**src/rtl/pq_ctrl_if.sv**
```systemverilog
// rtl/pq_ctrl_if.sv - stream and sorted-queue pin bundle for pq_ctrl
interface pq_ctrl_if #(
    parameter int WIDTH = 1
);
    logic             in_valid;
    logic [WIDTH-1:0] in_data;
    logic             in_last;
    logic             in_ready;
    logic             out_valid;
    logic [WIDTH-1:0] out_data;
    logic             out_ready;
    logic [WIDTH-1:0] pq_newVal;
    logic             pq_loadIn;
    logic             pq_shiftOut;
    logic             pq_clear;
    logic [WIDTH-1:0] pq_top;

    modport master (
        output in_valid, in_data, in_last, out_ready, pq_top,
        input  in_ready, out_valid, out_data, pq_newVal, pq_loadIn, pq_shiftOut, pq_clear
    );

    modport slave (
        input  in_valid, in_data, in_last, out_ready, pq_top,
        output in_ready, out_valid, out_data, pq_newVal, pq_loadIn, pq_shiftOut, pq_clear
    );
endinterface

```
**src/rtl/pq_ctrl.sv**
```systemverilog
// rtl/pq_ctrl.sv - batch fill/drain controller for the priQueue sorted queue
// Define PQ_CTRL_STREAM_EN for FSM-less streaming mode (pop has priority over load).
module pq_ctrl #(
    parameter int WIDTH = 1,
    parameter int DEPTH = 6,
    parameter int CW    = $clog2(DEPTH+1)
) (
    input  logic          ck,
    input  logic          r,
    input  logic          flush,
    pq_ctrl_if.slave      bus,
    output logic [CW-1:0] count,
    output logic          full,
    output logic          empty
);
    localparam logic [CW-1:0] DEPTH_C = CW'(DEPTH);

    logic          load;
    logic          pop;
    logic [CW-1:0] count_d;

`ifdef PQ_CTRL_STREAM_EN
    always_comb begin
        bus.in_ready  = 1'b0;
        bus.out_valid = 1'b0;
        if (!(r || flush)) begin
            bus.out_valid = (count != '0);
            bus.in_ready  = (count < DEPTH_C) && !(bus.out_valid && bus.out_ready);
        end
        load = bus.in_valid && bus.in_ready;
        pop  = bus.out_valid && bus.out_ready;
    end

    always_ff @(posedge ck) begin
        if (r || flush) begin
            count <= '0;
        end else begin
            count <= count_d;
        end
    end
`else
    typedef enum logic {FILL, DRAIN} state_t;
    state_t state, state_d;

    always_comb begin
        bus.in_ready  = 1'b0;
        bus.out_valid = 1'b0;
        state_d       = state;
        if (!(r || flush)) begin
            case (state)
                FILL:  bus.in_ready  = (count < DEPTH_C);
                DRAIN: bus.out_valid = (count != '0);
                default: ;
            endcase
        end
        load = bus.in_valid && bus.in_ready;
        pop  = bus.out_valid && bus.out_ready;
        case (state)
            FILL: begin
                if (load && (bus.in_last || count == DEPTH_C - 1'b1)) begin
                    state_d = DRAIN;
                end
            end
            DRAIN: begin
                // Empty DRAIN is unreachable in normal use; fall back to FILL.
                if (count == '0 || (pop && count == CW'(1))) begin
                    state_d = FILL;
                end
            end
            default: state_d = FILL;
        endcase
    end

    always_ff @(posedge ck) begin
        if (r || flush) begin
            count <= '0;
            state <= FILL;
        end else begin
            count <= count_d;
            state <= state_d;
        end
    end
`endif

    assign count_d         = count + CW'(load) - CW'(pop);
    assign bus.out_data    = bus.pq_top;
    assign bus.pq_loadIn   = load;
    assign bus.pq_shiftOut = pop;
    assign bus.pq_newVal   = load ? bus.in_data : '0;
    assign bus.pq_clear    = r || flush;
    assign full            = (count == DEPTH_C);
    assign empty           = (count == '0);
endmodule

```
**src/flat_wrapper.sv**
```systemverilog
// flat-port wrapper written by rule: the top's interface ports become plain ports
module pq_ctrl_flat 
#(
    parameter int WIDTH = 1,
    parameter int DEPTH = 6,
    parameter int CW    = $clog2(DEPTH+1)
)
  (ck, r, flush, count, full, empty, bus_in_valid, bus_in_data, bus_in_last, bus_out_ready, bus_pq_top, bus_in_ready, bus_out_valid, bus_out_data, bus_pq_newVal, bus_pq_loadIn, bus_pq_shiftOut, bus_pq_clear);
  pq_ctrl_if #(.WIDTH(WIDTH)) bus_i ();
  input  logic ck;
  input  logic r;
  input  logic flush;
  output logic [CW-1:0] count;
  output logic full;
  output logic empty;
  input wire logic [$bits(bus_i.in_valid)-1:0] bus_in_valid;
  input wire logic [$bits(bus_i.in_data)-1:0] bus_in_data;
  input wire logic [$bits(bus_i.in_last)-1:0] bus_in_last;
  input wire logic [$bits(bus_i.out_ready)-1:0] bus_out_ready;
  input wire logic [$bits(bus_i.pq_top)-1:0] bus_pq_top;
  output wire logic [$bits(bus_i.in_ready)-1:0] bus_in_ready;
  output wire logic [$bits(bus_i.out_valid)-1:0] bus_out_valid;
  output wire logic [$bits(bus_i.out_data)-1:0] bus_out_data;
  output wire logic [$bits(bus_i.pq_newVal)-1:0] bus_pq_newVal;
  output wire logic [$bits(bus_i.pq_loadIn)-1:0] bus_pq_loadIn;
  output wire logic [$bits(bus_i.pq_shiftOut)-1:0] bus_pq_shiftOut;
  output wire logic [$bits(bus_i.pq_clear)-1:0] bus_pq_clear;
  assign bus_i.in_valid = bus_in_valid;
  assign bus_i.in_data = bus_in_data;
  assign bus_i.in_last = bus_in_last;
  assign bus_i.out_ready = bus_out_ready;
  assign bus_i.pq_top = bus_pq_top;
  assign bus_in_ready = bus_i.in_ready;
  assign bus_out_valid = bus_i.out_valid;
  assign bus_out_data = bus_i.out_data;
  assign bus_pq_newVal = bus_i.pq_newVal;
  assign bus_pq_loadIn = bus_i.pq_loadIn;
  assign bus_pq_shiftOut = bus_i.pq_shiftOut;
  assign bus_pq_clear = bus_i.pq_clear;
  pq_ctrl #(.WIDTH(WIDTH), .DEPTH(DEPTH), .CW(CW)) u_core (.ck(ck), .r(r), .flush(flush), .bus(bus_i), .count(count), .full(full), .empty(empty));
endmodule
```
**config.mk**
```make
export PLATFORM = sky130hd
export DESIGN_NAME = pq_ctrl_flat
export DESIGN_NICKNAME = d
export VERILOG_FILES = /design/src/rtl/pq_ctrl_if.sv /design/src/rtl/pq_ctrl.sv /design/src/flat_wrapper.sv
export SDC_FILE = /design/constraint.sdc
export NUM_CORES = 1
export LEC_CHECK = 0
export ABC_AREA = 1
export BUFFER_PORTS_ARGS = -buffer_cell sky130_fd_sc_hd__buf_4
export CORE_AREA = 10 10 47 49
export DETAILED_ROUTE_END_ITERATION = 12
export DIE_AREA = 0 0 57 59
export PLACE_DENSITY = 0.51
export SLEW_MARGIN = 20
export SYNTH_ARGS = -nofsm -noshare
export SYNTH_HDL_FRONTEND = slang
export SYNTH_SLANG_ARGS = --single-unit
export TNS_END_PERCENT = 50
```
**constraint.sdc**
```tcl
create_clock -name ck -period 2.9 [get_ports ck]
set_clock_uncertainty 0.2 [all_clocks]
set_input_delay 0.145 -clock ck [delete_from_list [all_inputs] [get_ports ck]]
set_output_delay 0.145 -clock ck [all_outputs]
set_load 0.1 [all_outputs]
```
==> metrics.yaml <==
final_layout:
  final_util_pct: 38.4
  fin_cells: 80
  layout-drive-gt1-share_pct: 48.4
  finalInstanceArea_sq_um: 538
  antenna_cells: 0
  syn_to_final_growth_pct: 66.7
  nets: 77
place:
  dp_hpwl_um: 734
  place_area_sq_um: 492
  pre_cts_ws_ps: 533
  placedCellCount: 74
  io_buffer_count: 17
  gp_congestion: 0.709
floorplanning:
  pin_count: 20
  rows: 14
  start_util_pct: 23.0
  core_area_sq_um: 1400
  die_x_um: 57
  die_area_sq_um: 3360
  die-height_um: 59
power_and_ir_drop:
  ir_drop_mv: 0.237
  power.total_mw: 0.184
  p_per_area_nw_per_um2: 343
  power.leakage_nw: 0.298
min_path:
  min_path_type: "input pin to flop"
timing:
  finalCritPeriodShare_pct: 80.7
  max_freq_mhz: 427
  fin_ws_ps: 560
  slew_viol_final: 0
  min_period_ps: 2340
  slew_headroom_pct: 81.4
  rsz0062_at_grt: "no"
  hold_ws_ps: 24.0
  setup_viol: 0
  finalHoldViolations: 0
  setup_tns_ps: 0
  tightest_slew_ps: 282
logic_synthesis:
  yosys_warnings: 0
  yosysSeqAreaShare_pct: 24.8
  yosysTopAreaCellShare_pct: 24.8
  synth_edf_count: 0
  synth-compound-area-share_pct: 0
  synth_area_leader_cell: "dfxtp_1"
  synthesis.area_sq_um: 323
  ys_types: 17
  synth.most_common_cell: "inv_1"
  yosys.area_share.adder_pct: 17.8
  synth_top_family_by_area: "simple AND/OR/NAND/NOR gates"
  synth_xor_area_share_pct: 2.71
  syn_nets: 54
  synth_commonest_cells: "inv_1, nand2_1, nor2_1"
  synth-async-reset-ratio_pct: 0
  synthMuxAreaShare_pct: 0
  yosys.area_share.simple_pct: 40.7
  synth_area_per_cell_sq_um: 7.69
  synthCells: 42
  synthFlopType: "dfxtp_1"
  ys_ff_latch: 4
  yosys-top-cells-area: "dfxtp_1, ha_1, inv_1"
critical_path:
  path_max_fanout: 7
  arrival_ps: 2270
  end_kind: "flop"
  crit_required_ps: 2830
  start_kind: "flop"
  critical_path_class: "flop to flop"
cts:
  hold_buffers: 2
  cts-resized-gates: 0
  tritoncts: "done"
  cts_root_buf: "clkbuf_4"
  clk_pin_slew_worst_paths_ps: 40
  cts_buffer_depth: 2
  cts_buffers: 3
  cts.sinks: 4
  insertion_delay_ps: 240
  postCtsSetupBuffers: 0
  cts_max_level: 1
routing:
  wl_per_cell_um: 10.4
  drtIter0Drc: 5
  viasPerCell: 4.01
  vias: 321
  drt.antenna.violating_nets: 0
  routed_wl_um: 829
  dr.pass1.iters: 4
  drc: 0
global_routing:
  grt_usage_pct: 5.45
  grt_pass1_vias: 354
  grt_start_max_net_pins: 8
  grt_pass1_wl_mm: 1.46
  antenna_found_initial: 0
  gr-total-overflow: 0
job:
  cap_violations: 0
outcome:
  outcome: "complete, no violations"
==> logic make-up (layout without fill, tap and decap cells) <==
logic type	Yosys count	count (layout)
xor gates and xnor gates	1	1
adders and majority gates	4	4
DFF	4	4
buffers and inverters	11	33
and+or+nand+nor	22	22
==> where the power goes <==
| part | switching, mW | leakage [nW] | internal [mW] |
|---|---|---|---|
| Clock | 0.0274 | 0.0150 | 0.0519 |
| Combinational | 0.0355 | 0.248 | 0.0148 |
| Sequential | 0.00118 | 0.0347 | 0.0535 |
==> flip-flops by register name, indices dropped and copies added, names as in the netlist <==
name and flops:
u_core.count 3, u_core.state 1
==> path summary, 6_finish.rpt <==
check | start | end | slack, ps | cells past startpoint
min | r | u_core.count[1] | 20 | 4
min reg2reg | u_core.count[1] | u_core.count[1] | 460 | 2
max | u_core.count[1] | u_core.count[2] | 560 | 12
max reg2reg | u_core.count[1] | u_core.count[2] | 560 | 12
==> area by class of cell <==
cell class                      count  area (sq um)
Clock buffer                        4          26.3
Timing Repair Buffer               19           148
Fill cell                         154           863
Inverter                           10          37.5
Multi-Input combinational cell     27           215
Sequential cell                     4          91.3
Tap cell                           16          20.0
==> routing by layer <==
| metal | GRT usage (%) | vias up | wire [um] |
|---|---|---|---|
| met3 | 5.15 | 3 | 127 |
| li1 | - | 168 | - |
| met2 | 8.22 | 15 | 376 |
| met1 | 5.13 | 135 | 316 |
| met5 | 0 | - | 0 |
| met4 | 2.01 | 0 | 8 |
==> worst max-delay path: stages, from the launching register on <==
cell	delay, ps
dfxtp_4	370
ha_1	220
nor2_2	150
nand2_4	80
nor2_8	90
inv_2	50
ha_1	270
inv_1	50
ha_1	130
inv_1	40
fa_1	380
xnor2_1	140
nor2_1	50
==> layout by cell type (no fill, tap or decap) <==
cell type	netlist	routed
nor2_4	1	1
dfxtp_1	4	1
xnor2_1	1	1
dfxtp_4	0	3
nor3_4	0	2
inv_1	9	9
fa_1	1	1
inv_2	1	1
dlygate4sd3_1	0	2
clkbuf_4	0	3
nor2_2	2	2
clkbuf_1	0	1
ha_1	3	3
nor2_8	1	1
nand2_1	7	7
nand2_4	1	1
buf_4	1	17
nand3_1	1	1
nand3b_1	1	1
nor2_1	6	6
Power figures use the tool's default switching activity.
